`src/rtl/automorph_pkg.sv`:
```
// automorph_pkg: shared definitions for the Galois-automorphism sequencer.
//   state_e       - sequencer FSM states (2-bit encoding)
//   N_COEFF       - coefficients per limb for the default index width
//   DRAIN_CYCLES  - DRAIN state length for the default read latency
//   n_coeff()     - coefficients per limb for an arbitrary index width
//   drain_cycles()- DRAIN state length for an arbitrary read latency
package automorph_pkg;

  typedef enum logic [1:0] {
    ST_IDLE  = 2'd0,
    ST_READ  = 2'd1,
    ST_GAP   = 2'd2,
    ST_DRAIN = 2'd3
  } state_e;

  localparam int DEF_INDEX_WIDTH = 13;
  localparam int DEF_RD_LAT      = 2;

  localparam int N_COEFF      = 1 << (DEF_INDEX_WIDTH - 1);
  localparam int DRAIN_CYCLES = DEF_RD_LAT + 1;

  function automatic int n_coeff(input int index_width);
    return 1 << (index_width - 1);
  endfunction

  // One extra cycle beyond the read latency covers the shuffle write stage.
  function automatic int drain_cycles(input int rd_lat);
    return rd_lat + 1;
  endfunction

endpackage

```
`src/rtl/automorph_ctrl_valid_delay_line.sv`:
```
// valid_delay_line: fixed-depth shift register, asynchronously cleared to 0.
//   clk    in          clock
//   rst_n  in          asynchronous active-low reset
//   din_i  in  WIDTH   value entering the line
//   dout_o out WIDTH   din_i delayed by DEPTH cycles (DEPTH >= 1)
module valid_delay_line #(
  parameter int WIDTH = 1,
  parameter int DEPTH = 1
) (
  input  logic             clk,
  input  logic             rst_n,
  input  logic [WIDTH-1:0] din_i,
  output logic [WIDTH-1:0] dout_o
);

  logic [WIDTH-1:0] stage_q [DEPTH];

  always_ff @(posedge clk or negedge rst_n) begin
    if (!rst_n) begin
      for (int i = 0; i < DEPTH; i++) stage_q[i] <= '0;
    end else begin
      stage_q[0] <= din_i;
      for (int i = 1; i < DEPTH; i++) stage_q[i] <= stage_q[i-1];
    end
  end

  assign dout_o = stage_q[DEPTH-1];

endmodule

```
`src/rtl/automorph_ctrl.sv`:
```
// automorph_ctrl: job sequencer for the Galois-automorphism shuffle datapath.
// Streams every limb's N coefficients out of source BRAM in natural order,
// feeds the shuffle unit a read-latency-aligned valid, tags shuffle writes
// with their limb, and separates limbs with an idle bubble so the shuffle
// unit can clear its index accumulator.
//   clk           in   clock
//   rst_n         in   asynchronous active-low reset (aborts any job)
//   i_start       in   job request pulse, honoured only when idle
//   i_galois_elt  in   Galois element (must be odd)
//   i_num_limbs   in   limbs in job (must be nonzero)
//   o_busy        out  accepted start through done pulse inclusive
//   o_done        out  one-cycle job-complete pulse
//   o_err         out  one-cycle pulse on a rejected start
//   o_rd_en       out  source BRAM read enable
//   o_rd_addr     out  source coefficient address
//   o_rd_limb     out  limb being read
//   o_sh_valid    out  shuffle i_valid (o_rd_en delayed RD_LAT)
//   o_galois_elt  out  latched Galois element
//   o_wr_limb     out  limb of the shuffle write in flight
module automorph_ctrl
  import automorph_pkg::*;
#(
  parameter int INDEX_WIDTH = DEF_INDEX_WIDTH,
  parameter int LIMB_WIDTH  = 4,
  parameter int RD_LAT      = DEF_RD_LAT,
  parameter int GAP_CYCLES  = 1
) (
  input  logic                   clk,
  input  logic                   rst_n,
  input  logic                   i_start,
  input  logic [INDEX_WIDTH-1:0] i_galois_elt,
  input  logic [LIMB_WIDTH-1:0]  i_num_limbs,
  output logic                   o_busy,
  output logic                   o_done,
  output logic                   o_err,
  output logic                   o_rd_en,
  output logic [INDEX_WIDTH-2:0] o_rd_addr,
  output logic [LIMB_WIDTH-1:0]  o_rd_limb,
  output logic                   o_sh_valid,
  output logic [INDEX_WIDTH-1:0] o_galois_elt,
  output logic [LIMB_WIDTH-1:0]  o_wr_limb
);

  localparam int ADDR_W  = INDEX_WIDTH - 1;
  localparam int NC      = n_coeff(INDEX_WIDTH);
  localparam int DRAIN_N = drain_cycles(RD_LAT);
  localparam int CNT_MAX = (GAP_CYCLES > DRAIN_N) ? GAP_CYCLES : DRAIN_N;
  localparam int CNT_W   = $clog2(CNT_MAX + 1);

  localparam logic [ADDR_W-1:0] ADDR_LAST  = ADDR_W'(NC - 1);
  localparam logic [CNT_W-1:0]  GAP_LAST   = CNT_W'(GAP_CYCLES - 1);
  localparam logic [CNT_W-1:0]  DRAIN_LAST = CNT_W'(DRAIN_N - 1);

  state_e                 state_q, state_d;
  logic [ADDR_W-1:0]      addr_q, addr_d;
  logic [LIMB_WIDTH-1:0]  limb_q, limb_d;
  logic [LIMB_WIDTH-1:0]  nlimbs_q, nlimbs_d;
  logic [INDEX_WIDTH-1:0] galois_q, galois_d;
  logic [CNT_W-1:0]       cnt_q, cnt_d;
  logic                   busy_q, busy_d;
  logic                   done_q, done_d;
  logic                   err_q, err_d;
  logic                   rd_en;

  logic start_ok;
  logic start_good;
  logic accept;
  logic last_addr;
  logic last_limb;

  // busy_q is still high during the done cycle, so a start there is ignored.
  assign start_ok   = i_start && (state_q == ST_IDLE) && !busy_q;
  assign start_good = i_galois_elt[0] && (i_num_limbs != '0);
  assign accept     = start_ok && start_good;
  assign last_addr  = (addr_q == ADDR_LAST);
  assign last_limb  = (limb_q == (nlimbs_q - LIMB_WIDTH'(1)));

  // State and control registers
  always_ff @(posedge clk or negedge rst_n) begin
    if (!rst_n) begin
      state_q  <= ST_IDLE;
      addr_q   <= '0;
      limb_q   <= '0;
      nlimbs_q <= '0;
      galois_q <= '0;
      cnt_q    <= '0;
      busy_q   <= 1'b0;
      done_q   <= 1'b0;
      err_q    <= 1'b0;
    end else begin
      state_q  <= state_d;
      addr_q   <= addr_d;
      limb_q   <= limb_d;
      nlimbs_q <= nlimbs_d;
      galois_q <= galois_d;
      cnt_q    <= cnt_d;
      busy_q   <= busy_d;
      done_q   <= done_d;
      err_q    <= err_d;
    end
  end

  // Next-state logic
  always_comb begin
    state_d = state_q;
    unique case (state_q)
      ST_IDLE:  if (accept) state_d = ST_READ;
      ST_READ:  if (last_addr) state_d = last_limb ? ST_DRAIN : ST_GAP;
      ST_GAP:   if (cnt_q == GAP_LAST) state_d = ST_READ;
      ST_DRAIN: if (cnt_q == DRAIN_LAST) state_d = ST_IDLE;
      default:  state_d = ST_IDLE;
    endcase
  end

  // Address, limb and bubble/drain counters
  always_comb begin
    addr_d   = addr_q;
    limb_d   = limb_q;
    nlimbs_d = nlimbs_q;
    galois_d = galois_q;
    cnt_d    = cnt_q;
    unique case (state_q)
      ST_IDLE: begin
        if (accept) begin
          addr_d   = '0;
          limb_d   = '0;
          nlimbs_d = i_num_limbs;
          galois_d = i_galois_elt;
          cnt_d    = '0;
        end
      end
      ST_READ: begin
        // Address wraps from N-1 to 0 by natural overflow.
        addr_d = addr_q + ADDR_W'(1);
        cnt_d  = '0;
        if (last_addr && !last_limb) limb_d = limb_q + LIMB_WIDTH'(1);
      end
      ST_GAP, ST_DRAIN: cnt_d = cnt_q + CNT_W'(1);
      default: ;
    endcase
  end

  // Outputs
  always_comb begin
    rd_en  = (state_q == ST_READ);
    done_d = (state_q == ST_DRAIN) && (cnt_q == DRAIN_LAST);
    err_d  = start_ok && !start_good;
    busy_d = busy_q;
    if (accept)      busy_d = 1'b1;
    else if (done_q) busy_d = 1'b0;
  end

  // Read enable becomes the shuffle valid after the BRAM latency.
  valid_delay_line #(
    .WIDTH (1),
    .DEPTH (RD_LAT)
  ) u_vld_dly (
    .clk    (clk),
    .rst_n  (rst_n),
    .din_i  (rd_en),
    .dout_o (o_sh_valid)
  );

  // The shuffle writes one cycle after it sees valid, hence the extra stage.
  valid_delay_line #(
    .WIDTH (LIMB_WIDTH),
    .DEPTH (RD_LAT + 1)
  ) u_limb_dly (
    .clk    (clk),
    .rst_n  (rst_n),
    .din_i  (limb_q),
    .dout_o (o_wr_limb)
  );

  assign o_busy       = busy_q;
  assign o_done       = done_q;
  assign o_err        = err_q;
  assign o_rd_en      = rd_en;
  assign o_rd_addr    = addr_q;
  assign o_rd_limb    = limb_q;
  assign o_galois_elt = galois_q;

endmodule

```
`config.mk`:
```
export PLATFORM = sky130hd
export DESIGN_NAME = automorph_ctrl
export DESIGN_NICKNAME = d
export VERILOG_FILES = /design/src/rtl/automorph_pkg.sv /design/src/rtl/automorph_ctrl_valid_delay_line.sv /design/src/rtl/automorph_ctrl.sv
export SDC_FILE = /design/constraint.sdc
export NUM_CORES = 1
export LEC_CHECK = 0
export CAP_MARGIN = 20
export CORE_UTILIZATION = 42
export CTS_BUF_LIST = sky130_fd_sc_hd__clkbuf_8
export CTS_CLUSTER_SIZE = 8
export DETAILED_ROUTE_END_ITERATION = 12
export GPL_TIMING_DRIVEN = 0
export PLACE_DENSITY = 0.7
export SETUP_SLACK_MARGIN = 0.5
export SYNTH_ARGS = -nofsm -noshare
export SYNTH_HDL_FRONTEND = slang
export SYNTH_SLANG_ARGS = --single-unit
```
`constraint.sdc`:
```
create_clock -name clk -period 5.3 [get_ports clk]
set_clock_uncertainty 0.05 [all_clocks]
set_input_delay 1.06 -clock clk [delete_from_list [all_inputs] [get_ports clk]]
set_output_delay 1.06 -clock clk [all_outputs]
set_load 0.05 [all_outputs]
```
==> flow_metrics.env <==
export IMPL_status="finished clean"
export IMPL_r2r_end="o_rd_limb[3]$_DFFE_PN0P_"
export IMPL_place_gp_congestion=0.7741
export IMPL_drv_slew=0
export IMPL_fin_area_um2=3057
export IMPL_p_leak_nw=1.414
export IMPL_ys_seq_elements=54
export IMPL_vias=1731
export IMPL_yosysSeqAreaShare_pct=59.02
export IMPL_synth_ff_type="dfrtp_1"
export IMPL_synth_cell_types=37
export IMPL_tns_ns=0
export IMPL_async_flop_share_pct=100.0
export IMPL_clock_sinks=54
export IMPL_path_clk_slew_ns=0.10
export IMPL_drtIter0Drc=66
export IMPL_rsz0062_at_grt="no"
export IMPL_fp_dieW_um=75.84
export IMPL_root_buffer="clkbuf_8"
export IMPL_cts_buffers_inserted=5
export IMPL_cts_buffer_depth=2
export IMPL_routed_wl_mm=4.445
export IMPL_grt_pass1_vias=1626
export IMPL_grt_max_degree=33
export IMPL_yosys_warnings=0
export IMPL_die_height_um=75.84
export IMPL_wl_per_cell_um=12.56
export IMPL_clock_fmax_mhz=307.4
export IMPL_post_route_period_util_pct=61.39
export IMPL_place_area_um2=2963
export IMPL_cts_tree="yes"
export IMPL_area_growth_pct=33.50
export IMPL_period_needed_ns=3.254
export IMPL_crit_arrival_ns=2.14
export IMPL_firstDrtPassIters=4
export IMPL_layout_common_cells="58 x nand2_1, 56 x clkdlybuf4s50_1, 54 x dfrtp_1"
export IMPL_holdWs_ns=0.3056
export IMPL_finalPower_uw=668.3
export IMPL_dieArea_um2=5751
export IMPL_rows=26
export IMPL_layout_commonest_cell="nand2_1"
export IMPL_io_pins=58
export IMPL_synth_edf_count=0
export IMPL_reg2reg_from="o_rd_addr[0]$_DFFE_PN0P_"
export IMPL_htree_levels=2
export IMPL_dp_hpwl_mm=3.229
export IMPL_clock_latency_ns=0.30
export IMPL_worst_r2r_setup_slack_ns=2.94
export IMPL_synth_cells=218
export IMPL_antenna_cells=0
export IMPL_ir_worst_vdd_v=0.0001276
export IMPL_crit_required_ns=4.19
export IMPL_critical_path_class="reg2out"
export IMPL_whs_path_depth=0
export IMPL_postCtsSetupBuffers=0
export IMPL_initial_core_util_pct=44.27
export IMPL_coreArea_um2=5172
export IMPL_vias_per_cell=4.890
export IMPL_cts_resized=0
export IMPL_hp_class="reg2reg"
export IMPL_cap_violations=0
export IMPL_fill_cells=440
export IMPL_powerDensity_nw_per_um2=218.6
export IMPL_hold_viol_final=0
export IMPL_syn_area_per_cell_um2=10.50
export IMPL_grt_overflow_total=0
export IMPL_hold_path_endpoint="u_limb_dly.stage_q[5]$_DFF_PN0_"
export IMPL_cts_hold_buf=0
export IMPL_crit_path_start_kind="register"
export IMPL_setup_violations=0
export IMPL_grt_pass1_wl_mm=7.465
export IMPL_postRouteAntennaNets=0
export IMPL_synth_area_um2=2290
export IMPL_drive_gt1_share_pct=7.394
export IMPL_grt_use_total_pct=17.20
export IMPL_grt_antenna_before_repair=0
export IMPL_hp_start="u_limb_dly.stage_q[9]$_DFF_PN0_"
export IMPL_cp_max_fo=9
export IMPL_drc=0
export IMPL_end_kind="output port"
export IMPL_reg2reg_depth=6
export IMPL_synth_net_count=243
export IMPL_maxSlewHeadroom_pct=56.07
export IMPL_tightest_slew_ns=0.6530
export IMPL_port_buffers=57
export IMPL_nets=308
## kinds of logic (layout without fill, tap and decap cells)
logic type / count (synthesis) / after routing / synth area share (%)
adders and majority gates: 5 / 5 / 2.732
buffers and inverters: 20 / 86 / 3.989
DFF: 54 / 54 / 59.02
AOI/OAI and AO/OA: 41 / 41 / 12.35
xor gates and xnor gates: 6 / 6 / 2.896
and+or+nand+nor: 90 / 90 / 18.14
muxes: 2 / 2 / 0.8744
## sequential cells by signal, indices dropped and copies added, names as in the netlist
signal and cells:
cnt_q 2, o_rd_addr 12, u_limb_dly.stage_q 8, nlimbs_q 4, state_q 2, u_vld_dly.stage_q 1, o_galois_elt 13, o_busy 1
o_done 1, o_err 1, o_rd_limb 4, u_limb_dly.dout_o 4, u_vld_dly.dout_o 1
## synthesized netlist by cell type (2+ instances only)
cell	instances	area share (%)
mux2i_1	2	0.87
xnor2_1	2	0.77
nor2_1	7	1.1
and3_1	2	0.55
nand2b_1	2	0.55
or4_1	2	0.66
clkbuf_1	6	0.98
or3_1	2	0.55
nand3_1	5	1.1
o21ai_0	19	4.2
a21oi_1	2	0.44
xor2_1	3	1.1
dfrtp_1	54	59
inv_1	9	1.5
buf_4	4	1.3
a31oi_1	3	0.82
ha_1	5	2.7
nand2_1	58	9.5
o31ai_1	5	1.6
o211ai_1	4	1.3
nand4_1	6	1.6
## area by class of cell
cell class	instances	area, µm²	area share, %
Clock buffer	5	68.82	2.251
Sequential cell	54	1351	44.21
Buffer	11	57.56	1.883
Multi-Input combinational cell	144	847.1	27.71
Clock inverter	3	25.02	0.8187
Inverter	9	33.78	1.105
Timing Repair Buffer	58	585.6	19.16
Tap cell	70	87.58	2.865
## power by group
group          internal, mW  total [mW]  leakage (nW)  switching, mW
Sequential            0.412       0.412         0.666              0
Combinational        0.0141      0.0252         0.704         0.0111
Clock                0.0956       0.231        0.0447          0.136
Total                 0.521       0.668          1.41          0.147
## critical path, stage by stage (launching register included)
cell,delay (ns)
dfrtp_1,0.43
nand2b_1,0.15
buf_2,0.17
inv_1,0.23
clkdlybuf4s50_1,0.86
## how the worst max path moves through the flow
stage	start	endpoint	slack, ns	cells after the start
after floorplan	i_start	o_rd_limb[3]$_DFFE_PN0P_	2.72	5
after global placement	rst_n	o_galois_elt[9]$_DFFE_PN0P_	1.51	1
after detailed placement	i_num_limbs[1]	o_rd_addr[11]$_DFFE_PN0P_	2.10	6
after CTS	state_q[1]$_DFFE_PN0P_	o_rd_en	2.03	4
after global routing	state_q[1]$_DFFE_PN0P_	o_rd_en	1.91	4
final	state_q[1]$_DFFE_PN0P_	o_rd_en	2.05	4
## through the flow
| step | setup slack [ns] | util, % | cells |
|---|---|---|---|
| floorplan | 2.724 | - | 218 |
| global placement | 1.506 | 56.99 | 345 |
| detailed placement | 2.104 | 57.28 | 346 |
| CTS | 2.026 | 59.10 | 354 |
| global route | 1.914 | 59.10 | 354 |
| finish | 2.046 | 59.10 | 354 |
## metal layers
metal  up-vias  track usage [%]  wire length, µm
met5         -                0                0
met4         0            3.086               35
met3         4            5.291              244
met2        45            28.71             2094
met1       805            22.37             2071
li1        877                -                -
No activity file was read; power rests on OpenSTA's default activity.
